===== src/rtl/accelerator_state_controller.sv =====
// Sequencer for the state-space accelerator: walks C/D then A/B rows per step,
// counts returned row results and commits x(k+1). Optional counters: ACCELERATOR_STATE_CONTROLLER_PERF_EN.
module accelerator_state_controller #(
    parameter int DATA_SIZE    = 64,
    parameter int CONTROL_SIZE = 4
) (
    input  logic                    CLK,
    input  logic                    RST,
    input  logic                    START,
    output logic                    READY,
    output logic                    BUSY,
    output logic                    ERROR,
    input  logic [DATA_SIZE-1:0]    SIZE_N_IN,
    input  logic [DATA_SIZE-1:0]    SIZE_P_IN,
    input  logic [DATA_SIZE-1:0]    SIZE_Q_IN,
    input  logic [DATA_SIZE-1:0]    STEPS_IN,
    output logic                    U_REQUEST,
    input  logic                    U_LOADED,
    output logic                    MAC_VALID,
    input  logic                    MAC_READY,
    output logic [1:0]              MAC_MATRIX,
    output logic [DATA_SIZE-1:0]    MAC_ROW,
    output logic [DATA_SIZE-1:0]    MAC_COL,
    output logic                    MAC_VECTOR,
    output logic                    MAC_FIRST,
    output logic                    MAC_LAST,
    input  logic                    MAC_RESULT_VALID,
    output logic                    X_SWAP,
    output logic [DATA_SIZE-1:0]    STEP_OUT,
    output logic [CONTROL_SIZE-1:0] PHASE_OUT
`ifdef ACCELERATOR_STATE_CONTROLLER_PERF_EN
    ,
    output logic [DATA_SIZE-1:0]    CYCLE_COUNT_OUT,
    output logic [DATA_SIZE-1:0]    STALL_COUNT_OUT
`endif
);
    typedef enum logic [2:0] {
        S_IDLE    = 3'd0,
        S_WAIT_U  = 3'd1,
        S_ISSUE_Y = 3'd2,
        S_ISSUE_X = 3'd3,
        S_DRAIN   = 3'd4,
        S_SWAP    = 3'd5
    } state_t;

    localparam logic [DATA_SIZE-1:0] ONE = {{(DATA_SIZE-1){1'b0}}, 1'b1};

    state_t                 state_q, state_d;
    logic [DATA_SIZE-1:0]   n_q, n_d, p_q, p_d, q_q, q_d, k_q, k_d;
    logic [DATA_SIZE-1:0]   step_q, step_d, row_q, row_d, col_q, col_d;
    logic [DATA_SIZE-1:0]   res_cnt_q, res_cnt_d;
    logic                   part_q, part_d, error_q, error_d;
`ifdef ACCELERATOR_STATE_CONTROLLER_PERF_EN
    logic [DATA_SIZE-1:0]   cycle_cnt_q, cycle_cnt_d, stall_cnt_q, stall_cnt_d;
`endif

    logic                   issuing, xfer, term_last, seq_done, res_inc;
    logic                   bad_cfg, accept, last_step;
    logic [DATA_SIZE-1:0]   row_last_idx, res_next;

    // part_q selects the u-vector half of a row (D or B terms).
    assign issuing      = (state_q == S_ISSUE_Y) || (state_q == S_ISSUE_X);
    assign xfer         = issuing && MAC_READY;
    assign row_last_idx = ((state_q == S_ISSUE_Y) ? q_q : n_q) - ONE;
    assign term_last    = part_q ? (col_q == p_q - ONE)
                                 : ((col_q == n_q - ONE) && (p_q == '0));
    assign seq_done     = xfer && term_last && (row_q == row_last_idx);
    assign res_inc      = MAC_RESULT_VALID && (state_q != S_IDLE) && (state_q != S_SWAP);
    assign res_next     = res_cnt_q + (res_inc ? ONE : '0);
    assign bad_cfg      = (SIZE_N_IN == '0) || (SIZE_Q_IN == '0) || (STEPS_IN == '0);
    assign accept       = (state_q == S_IDLE) && START && !bad_cfg;
    assign last_step    = (step_q + ONE) == k_q;

    always_ff @(posedge CLK) begin
        if (RST) begin
            state_q   <= S_IDLE;
            n_q       <= '0;
            p_q       <= '0;
            q_q       <= '0;
            k_q       <= '0;
            step_q    <= '0;
            row_q     <= '0;
            col_q     <= '0;
            part_q    <= 1'b0;
            res_cnt_q <= '0;
            error_q   <= 1'b0;
`ifdef ACCELERATOR_STATE_CONTROLLER_PERF_EN
            cycle_cnt_q <= '0;
            stall_cnt_q <= '0;
`endif
        end else begin
            state_q   <= state_d;
            n_q       <= n_d;
            p_q       <= p_d;
            q_q       <= q_d;
            k_q       <= k_d;
            step_q    <= step_d;
            row_q     <= row_d;
            col_q     <= col_d;
            part_q    <= part_d;
            res_cnt_q <= res_cnt_d;
            error_q   <= error_d;
`ifdef ACCELERATOR_STATE_CONTROLLER_PERF_EN
            cycle_cnt_q <= cycle_cnt_d;
            stall_cnt_q <= stall_cnt_d;
`endif
        end
    end

    always_comb begin
        state_d = state_q;
        case (state_q)
            S_IDLE:    if (accept) state_d = S_WAIT_U;
            S_WAIT_U:  if (U_LOADED) state_d = S_ISSUE_Y;
            S_ISSUE_Y: if (seq_done) state_d = S_ISSUE_X;
            S_ISSUE_X: if (seq_done) state_d = S_DRAIN;
            S_DRAIN:   if (res_next == q_q + n_q) state_d = S_SWAP;
            S_SWAP:    state_d = last_step ? S_IDLE : S_WAIT_U;
            default:   state_d = S_IDLE;
        endcase
    end

    always_comb begin
        n_d       = n_q;
        p_d       = p_q;
        q_d       = q_q;
        k_d       = k_q;
        step_d    = step_q;
        row_d     = row_q;
        col_d     = col_q;
        part_d    = part_q;
        res_cnt_d = res_next;
        error_d   = (state_q == S_IDLE) && START && bad_cfg;
        if (accept) begin
            n_d       = SIZE_N_IN;
            p_d       = SIZE_P_IN;
            q_d       = SIZE_Q_IN;
            k_d       = STEPS_IN;
            step_d    = '0;
            res_cnt_d = '0;
        end
        if (state_q == S_WAIT_U) begin
            row_d  = '0;
            col_d  = '0;
            part_d = 1'b0;
        end
        // Row wraps to 0 at the end of ISSUE_Y so ISSUE_X starts without a bubble.
        if (xfer) begin
            if (term_last) begin
                col_d  = '0;
                part_d = 1'b0;
                row_d  = (row_q == row_last_idx) ? '0 : row_q + ONE;
            end else if (!part_q && (col_q == n_q - ONE)) begin
                col_d  = '0;
                part_d = 1'b1;
            end else begin
                col_d  = col_q + ONE;
            end
        end
        if (state_q == S_SWAP) begin
            res_cnt_d = '0;
            if (!last_step) step_d = step_q + ONE;
        end
    end

`ifdef ACCELERATOR_STATE_CONTROLLER_PERF_EN
    always_comb begin
        cycle_cnt_d = cycle_cnt_q;
        stall_cnt_d = stall_cnt_q;
        if (accept) begin
            cycle_cnt_d = ONE;
            stall_cnt_d = '0;
        end else begin
            if (state_q != S_IDLE) cycle_cnt_d = cycle_cnt_q + ONE;
            if (issuing && !MAC_READY) stall_cnt_d = stall_cnt_q + ONE;
        end
    end

    assign CYCLE_COUNT_OUT = cycle_cnt_q;
    assign STALL_COUNT_OUT = stall_cnt_q;
`endif

    always_comb begin
        READY      = 1'b0;
        BUSY       = (state_q != S_IDLE);
        ERROR      = error_q;
        U_REQUEST  = (state_q == S_WAIT_U);
        MAC_VALID  = 1'b0;
        MAC_MATRIX = 2'd0;
        MAC_ROW    = '0;
        MAC_COL    = '0;
        MAC_VECTOR = 1'b0;
        MAC_FIRST  = 1'b0;
        MAC_LAST   = 1'b0;
        X_SWAP     = 1'b0;
        STEP_OUT   = step_q;
        PHASE_OUT  = CONTROL_SIZE'(state_q);
        if (issuing) begin
            MAC_VALID  = 1'b1;
            MAC_MATRIX = (state_q == S_ISSUE_Y) ? (part_q ? 2'd3 : 2'd2)
                                                : (part_q ? 2'd1 : 2'd0);
            MAC_ROW    = row_q;
            MAC_COL    = col_q;
            MAC_VECTOR = part_q;
            MAC_FIRST  = !part_q && (col_q == '0);
            MAC_LAST   = term_last;
        end
        if (state_q == S_SWAP) begin
            X_SWAP = 1'b1;
            READY  = last_step;
        end
    end
endmodule


===== config.mk =====
export PLATFORM = sky130hd
export DESIGN_NAME = accelerator_state_controller
export DESIGN_NICKNAME = d
export VERILOG_FILES = /design/src/rtl/accelerator_state_controller.sv
export SDC_FILE = /design/constraint.sdc
export NUM_CORES = 2
export LEC_CHECK = 0
export BUFFER_PORTS_ARGS = -buffer_cell sky130_fd_sc_hd__buf_2
export CORE_ASPECT_RATIO = 1.5
export CORE_MARGIN = 2
export CORE_UTILIZATION = 55
export DETAILED_ROUTE_END_ITERATION = 10
export GPL_ROUTABILITY_DRIVEN = 0
export GPL_TIMING_DRIVEN = 1
export MAX_ROUTING_LAYER = met4
export PLACE_DENSITY = 0.74
export SYNTH_ARGS = -nofsm -noshare
export SYNTH_HDL_FRONTEND = slang
export SYNTH_SLANG_ARGS = --single-unit

===== constraint.sdc =====
create_clock -name CLK -period 7 [get_ports CLK]
set_input_delay 1.4 -clock CLK [delete_from_list [all_inputs] [get_ports CLK]]
set_output_delay 1.4 -clock CLK [all_outputs]
set_load 0.01 [all_outputs]

# [Word level (Yosys, flattened, before mapping)]
# Cells that the tools add are included.
[classes] n_addsub=8 n_eq_ne=16 n_mux=37 reduce_logical=26
[op_table] op="64-bit two-way mux" count=14
[op_table] op="64-bit == test" count=5
[op_table] op="64-bit zero test" count=5
[op_table] op="64-bit by 1-bit adder with 64-bit output (second input constant)" count=3
[op_table] op="64-bit by 1-bit subtractor with 64-bit output (second input constant)" count=3
[op_table] op="64-bit by 1-bit adder with 64-bit output" count=1
[op_table] op="64-bit adder" count=1
[op_table] op="3-bit case mux with 6 select lines" count=1
[op_table] op="1-bit two-way mux" count=15
[op_table] op="3-bit two-way mux" count=5
[op_table] op="1-bit logical AND" count=11
[op_table] op="2-bit inequality test (second input constant)" count=4
[op_table] op="3-bit by 2-bit == test with 1-bit output (second input constant)" count=2
[op_table] op="3-bit == test (second input constant)" count=2
[op_table] op="5-bit AND reduction" count=1
[op_table] op="2-bit two-way mux" count=2
[op_table] op="3-bit by 1-bit == test with 1-bit output (second input constant)" count=1
[op_table] op="3-bit zero test" count=1
[op_table] op="1-bit logical OR" count=3
[op_table] op="3-bit inequality test (second input constant)" count=1
[op_table] op="3-bit nonzero test" count=1
[op_table] op="3-bit OR reduction" count=1
[op_table] op="1-bit zero test" count=2
[op_table] op="2-bit by 1-bit inequality test with 1-bit output (second input constant)" count=1
[op_table] op="2-bit nonzero test" count=1
[totals] ff_bits=517 in_bits=262 elab_cells=98

# [Longest topological paths before layout]
[logic_depth] word_depth=8 ltp_mapped=25 mapped_depth_nobuf=18

# [Worst setup path before layout]
# Ideal clock, no wire load.
[synth_timing] path_kind="register to register" start="register state_q[1]" end="register state_q[0]" setup_time_ns=0.115 t_arrival_ns=5.402 t_required_ns=6.885 setup_slack_ns=1.483 stages_incl_launch_ff=23 path_buffers=7 path_cell_list="dfxtp_1 > clkbuf_1 > or3b_1 > buf_2 > buf_1 > clkbuf_1 > buf_1 > clkbuf_1 > nor2_1 > a21oi_1 > ha_1 > clkbuf_1 > nand4_1 > a22oi_1 > nand3_1 > xnor2_1 > or4bb_1 > nor4bb_1 > nand4_1 > or4b_1 > a21oi_1 > a2bb2oi_1 > nand2_1"
[synth_via] elab_chain_len=8
[synth_rtl] item="start, declared" line="48" text="state_t state_q, state_d;"
[synth_rtl] item="start signal, assigned" line="92" text="state_q <= state_d;"
[synth_rtl] item="3-bit nonzero test" line="68" text="assign res_inc = MAC_RESULT_VALID && (state_q != S_IDLE) && (state_q != S_SWAP);"
[synth_rtl] item="1-bit logical AND (2 in series)" line="68"
[synth_rtl] item="1-bit two-way mux" line="69" text="assign res_next = res_cnt_q + (res_inc ? ONE : '0);"
[synth_rtl] item="64-bit by 1-bit adder with 64-bit output" line="69"
[synth_rtl] item="64-bit == test" line="117" text="S_DRAIN: if (res_next == q_q + n_q) state_d = S_SWAP;"
[synth_rtl] item="2-bit inequality test (no source line)"
[synth_rtl] item="5-bit AND reduction (no source line)"
# Parallel ways exist; a longest one is shown, timed or not.
# A chain may end at the register's enable or synchronous reset.

# [Final worst setup path]
[layout_timing] start="register n_q[38]" end="output port MAC_LAST"
[layout_via] elab_chain_len=5
[layout_rtl] item="start, declared" line="49" text="logic [DATA_SIZE-1:0] n_q, n_d, p_q, p_d, q_q, q_d, k_q, k_d;"
[layout_rtl] item="start signal, assigned" line="93" text="n_q <= n_d;"
[layout_rtl] item="64-bit by 1-bit subtractor with 64-bit output" line="66" text=": ((col_q == n_q - ONE) && (p_q == '0));"
[layout_rtl] item="64-bit == test" line="66"
[layout_rtl] item="1-bit logical AND" line="66"
[layout_rtl] item="1-bit two-way mux" line="65" text="assign term_last = part_q ? (col_q == p_q - ONE)"
[layout_rtl] item="1-bit two-way mux" line="198" text="if (issuing) begin"
[layout_rtl] item="end, declared" line="26" text="output logic MAC_LAST,"
# No other way between the ends.

==> results.sh <==
export IMPL_synth_top_cells_by_area="dfxtp_1 (26%), xnor2_1 (8.3%), nand2_1 (7.8%)"
export IMPL_clk_latency_ns=0.69
export IMPL_seq_area_frac_synth_pct=25.7
export IMPL_cts_setup_buffers=0
export IMPL_clkTransAtPathRegs_ns=0.07
export IMPL_reg2reg_from="state_q[1]"
export IMPL_synthArstFlopShare_pct=0
export IMPL_failed_checks="slew limit"
export IMPL_ioPinCount=469
export IMPL_cts_root_buf="clkbuf_16"
export IMPL_nNetsFinal=6189
export IMPL_htree_num_levels=2
export IMPL_fin_crit_ns=7.00
export IMPL_grt_pass1_wl_um=269000
export IMPL_powerDensity_nw_per_um2=292
export IMPL_yosys_most_used_dff="dfxtp_1"
export IMPL_dr_pass1_iters=9
export IMPL_synth_seq_cells=517
export IMPL_end_kind="primary output"
export IMPL_final_antenna_net_count=0
export IMPL_cts_tree="done"
export IMPL_dpl_hpwl_um=133000
export IMPL_slew_headroom_pct=-6.21
export IMPL_crit_path_end="MAC_LAST"
export IMPL_start_util_pct=55.5
export IMPL_clk_path_buf_depth=3
export IMPL_rrSetupSlack_ns=0.32
export IMPL_core_area_um2=72500
export IMPL_synth_top_area_cell="dfxtp_1"
export IMPL_die_h_um=335
export IMPL_crit_path_max_fanout=13
export IMPL_status="finished with violations"
export IMPL_crit_path_top_delay_cell="o41ai_1"
export IMPL_grt_overflow=0
export IMPL_worstReg2RegEnd="state_q[0]"
export IMPL_grt_max_degree=180
export IMPL_netlist_instances=5667
export IMPL_synth_edf_count=0
export IMPL_drc=0
export IMPL_ff2ff_path_depth=14
export IMPL_vdd_drop_max_uv=245
export IMPL_holdBufCountCts=0
export IMPL_hp_class="register to register"
export IMPL_post_drt_via_cell_ratio=6.94
export IMPL_cts_sinks=517
export IMPL_timing_final_ws_setup_ns=0.000633
export IMPL_drtIter0Drc=6286
export IMPL_drv_slew=2
export IMPL_startpoint_type="register"
export IMPL_fp_dieArea_um2=75500
export IMPL_num_vias=47400
export IMPL_antenna_found_initial=15
export IMPL_finalCritPeriodShare_pct=100
export IMPL_finalHoldViolCount=0
export IMPL_grt_pass1_vias=43500
export IMPL_place_ws_ns=0.851
export IMPL_setup_viol_count_final=0
export IMPL_rsz0062_at_grt="false"
export IMPL_grtUsageTotal_pct=48.5
export IMPL_drive_above_1_share_pct=12.3
export IMPL_netlist_area_um2=40300
export IMPL_fmax_mhz=143
export IMPL_worstPathArrival_ns=5.60
export IMPL_numCtsBuffers=52
export IMPL_max_stage_delay_ns=1.28
export IMPL_yosysUniqueCellTypes=101
export IMPL_worst_pin_slew_ns=1.59
export IMPL_crit_type="register to primary output"
export IMPL_worstSetupStartpoint="n_q[38]"
export IMPL_row_count=121
export IMPL_synth_common_cells="nand2_1 (837), a21oi_1 (574), dfxtp_1 (517)"
export IMPL_finalPower_mw=13.1
export IMPL_synth_area_per_cell_um2=7.11
export IMPL_fp_dieW_um=225
export IMPL_routed_wl_um=183000
export IMPL_yosysMostFrequentCell="nand2_1"
export IMPL_cts_resized=0
export IMPL_synth_warnings=0
export IMPL_fin_skew_ns=0.0420
export IMPL_finalSetupTns_ns=0
export IMPL_cap_violations=0
export IMPL_port_buffers=467
export IMPL_p_leak_nw=16.7
export IMPL_path_cells="or4_1 > or4_4 > or4_1 > o41ai_1 > nand3_1 > inv_1 > and4_1 > nor2_1 > nor2_1 > buf_2"
export IMPL_syn_to_final_growth_pct=11.1
export IMPL_mappedNetlistNets=6002
export IMPL_synth_top_area_share_pct=25.7
export IMPL_cp_data_required_time_ns=5.60
export IMPL_holdPathStages=2
export IMPL_wl_per_cell_um=26.8
[worst min path at each step]
| stage | from | slack [ns] | endpoint |
|---|---|---|---|
| final | k_q[11] | 0.47 | k_q[11] |
| after global routing | k_q[20] | 0.49 | k_q[20] |
| after CTS | k_q[16] | 0.47 | k_q[16] |
| after detailed placement | k_q[16] | 0.46 | k_q[16] |
| after global placement | k_q[8] | 0.45 | k_q[8] |
| after floorplan | k_q[0] | 0.45 | k_q[0] |
[stage by stage]
stage	area [µm²]	hold WS (ns)	utilization, %	instances
2_1_floorplan	40300	0.448	-	5667
3_3_place_gp	42900	0.454	59.1	6722
3_5_place_dp	42900	0.459	59.1	6722
4_1_cts	44700	0.467	61.6	6818
5_1_grt	44700	0.486	61.7	6834
6_report	44700	0.467	61.7	6837
[layout make-up]
| cell class | instances | area, µm² |
|---|---|---|
| well taps | 922 | 1150 |
| multi-input cells | 4648 | 28000 |
| inverters | 79 | 300 |
| clock buffers | 75 | 1570 |
| diodes | 19 | 47.5 |
| fillers | 6776 | 27800 |
| flip-flops and latches | 517 | 10300 |
| clock inverters | 21 | 254 |
| repair buffers | 556 | 3070 |
[where the power goes]
group	switching, mW	leakage, nW	total (mW)	internal (mW)
Clock	1.35	0.898	3.03	1.68
Combinational	4.15	11.6	6.24	2.10
Sequential	0.585	4.21	3.80	3.22
Total	6.09	16.7	13.1	7.00
[flip-flops by register name, indices dropped and copies added, names as in the netlist]
name	count
STEP_OUT	64
row_q	64
part_q	1
p_q	64
n_q	64
col_q	64
q_q	64
ERROR	1
res_cnt_q	64
state_q	3
k_q	64
[routing by layer]
metal  global-route usage [%]  routed length, µm
met4                     44.5              21500
met5                        -                  0
met1                     50.7              59100
met3                     16.5              24700
met2                     71.7              77900
[critical path, delay by kind of cell, from the launching register on]
family	cells	cell delay, ns
simple gates	7	2.81
compound gates	1	1.28
flops	1	0.50
buf+inv	2	0.32
[layout by cell type, fill, tap and decap left out, types with 21 or more instances in the layout]
master | netlist | final
nand2_1 | 837 | 835
a21oi_1 | 574 | 574
dfxtp_1 | 517 | 517
buf_2 | 36 | 466
nor2_1 | 431 | 431
xnor2_1 | 383 | 383
o21ai_0 | 245 | 245
nor4_1 | 230 | 229
nand3_1 | 191 | 190
xor2_1 | 171 | 171
nand4_1 | 159 | 159
nor3_1 | 157 | 157
and2_1 | 145 | 145
or3_1 | 121 | 120
and3_1 | 94 | 94
buf_4 | 5 | 85
or4_1 | 82 | 82
mux2i_1 | 79 | 79
inv_1 | 77 | 76
ha_1 | 72 | 72
clkbuf_16 | 0 | 52
a31oi_1 | 50 | 50
and4_1 | 43 | 43
nor2b_1 | 41 | 41
a21o_1 | 35 | 35
nand4b_1 | 31 | 31
a211oi_1 | 30 | 30
nor3b_1 | 26 | 24
nand2b_1 | 21 | 21
[cell families (layout without fill, tap and decap cells)]
| kind of cell | after synthesis | in the layout | share of synthesized area, % |
|---|---|---|---|
| mux | 85 | 85 | 2.13 |
| xor+xnor | 558 | 558 | 12.3 |
| fa+ha+maj | 73 | 73 | 2.29 |
| compound gates | 1222 | 1222 | 18.2 |
| other cells | 1 | 20 | 0.00931 |
| flops | 517 | 517 | 25.7 |
| simple gates | 2709 | 2709 | 34.5 |
| buf+inv | 502 | 731 | 4.91 |
(Power assumes the default switching activity.)
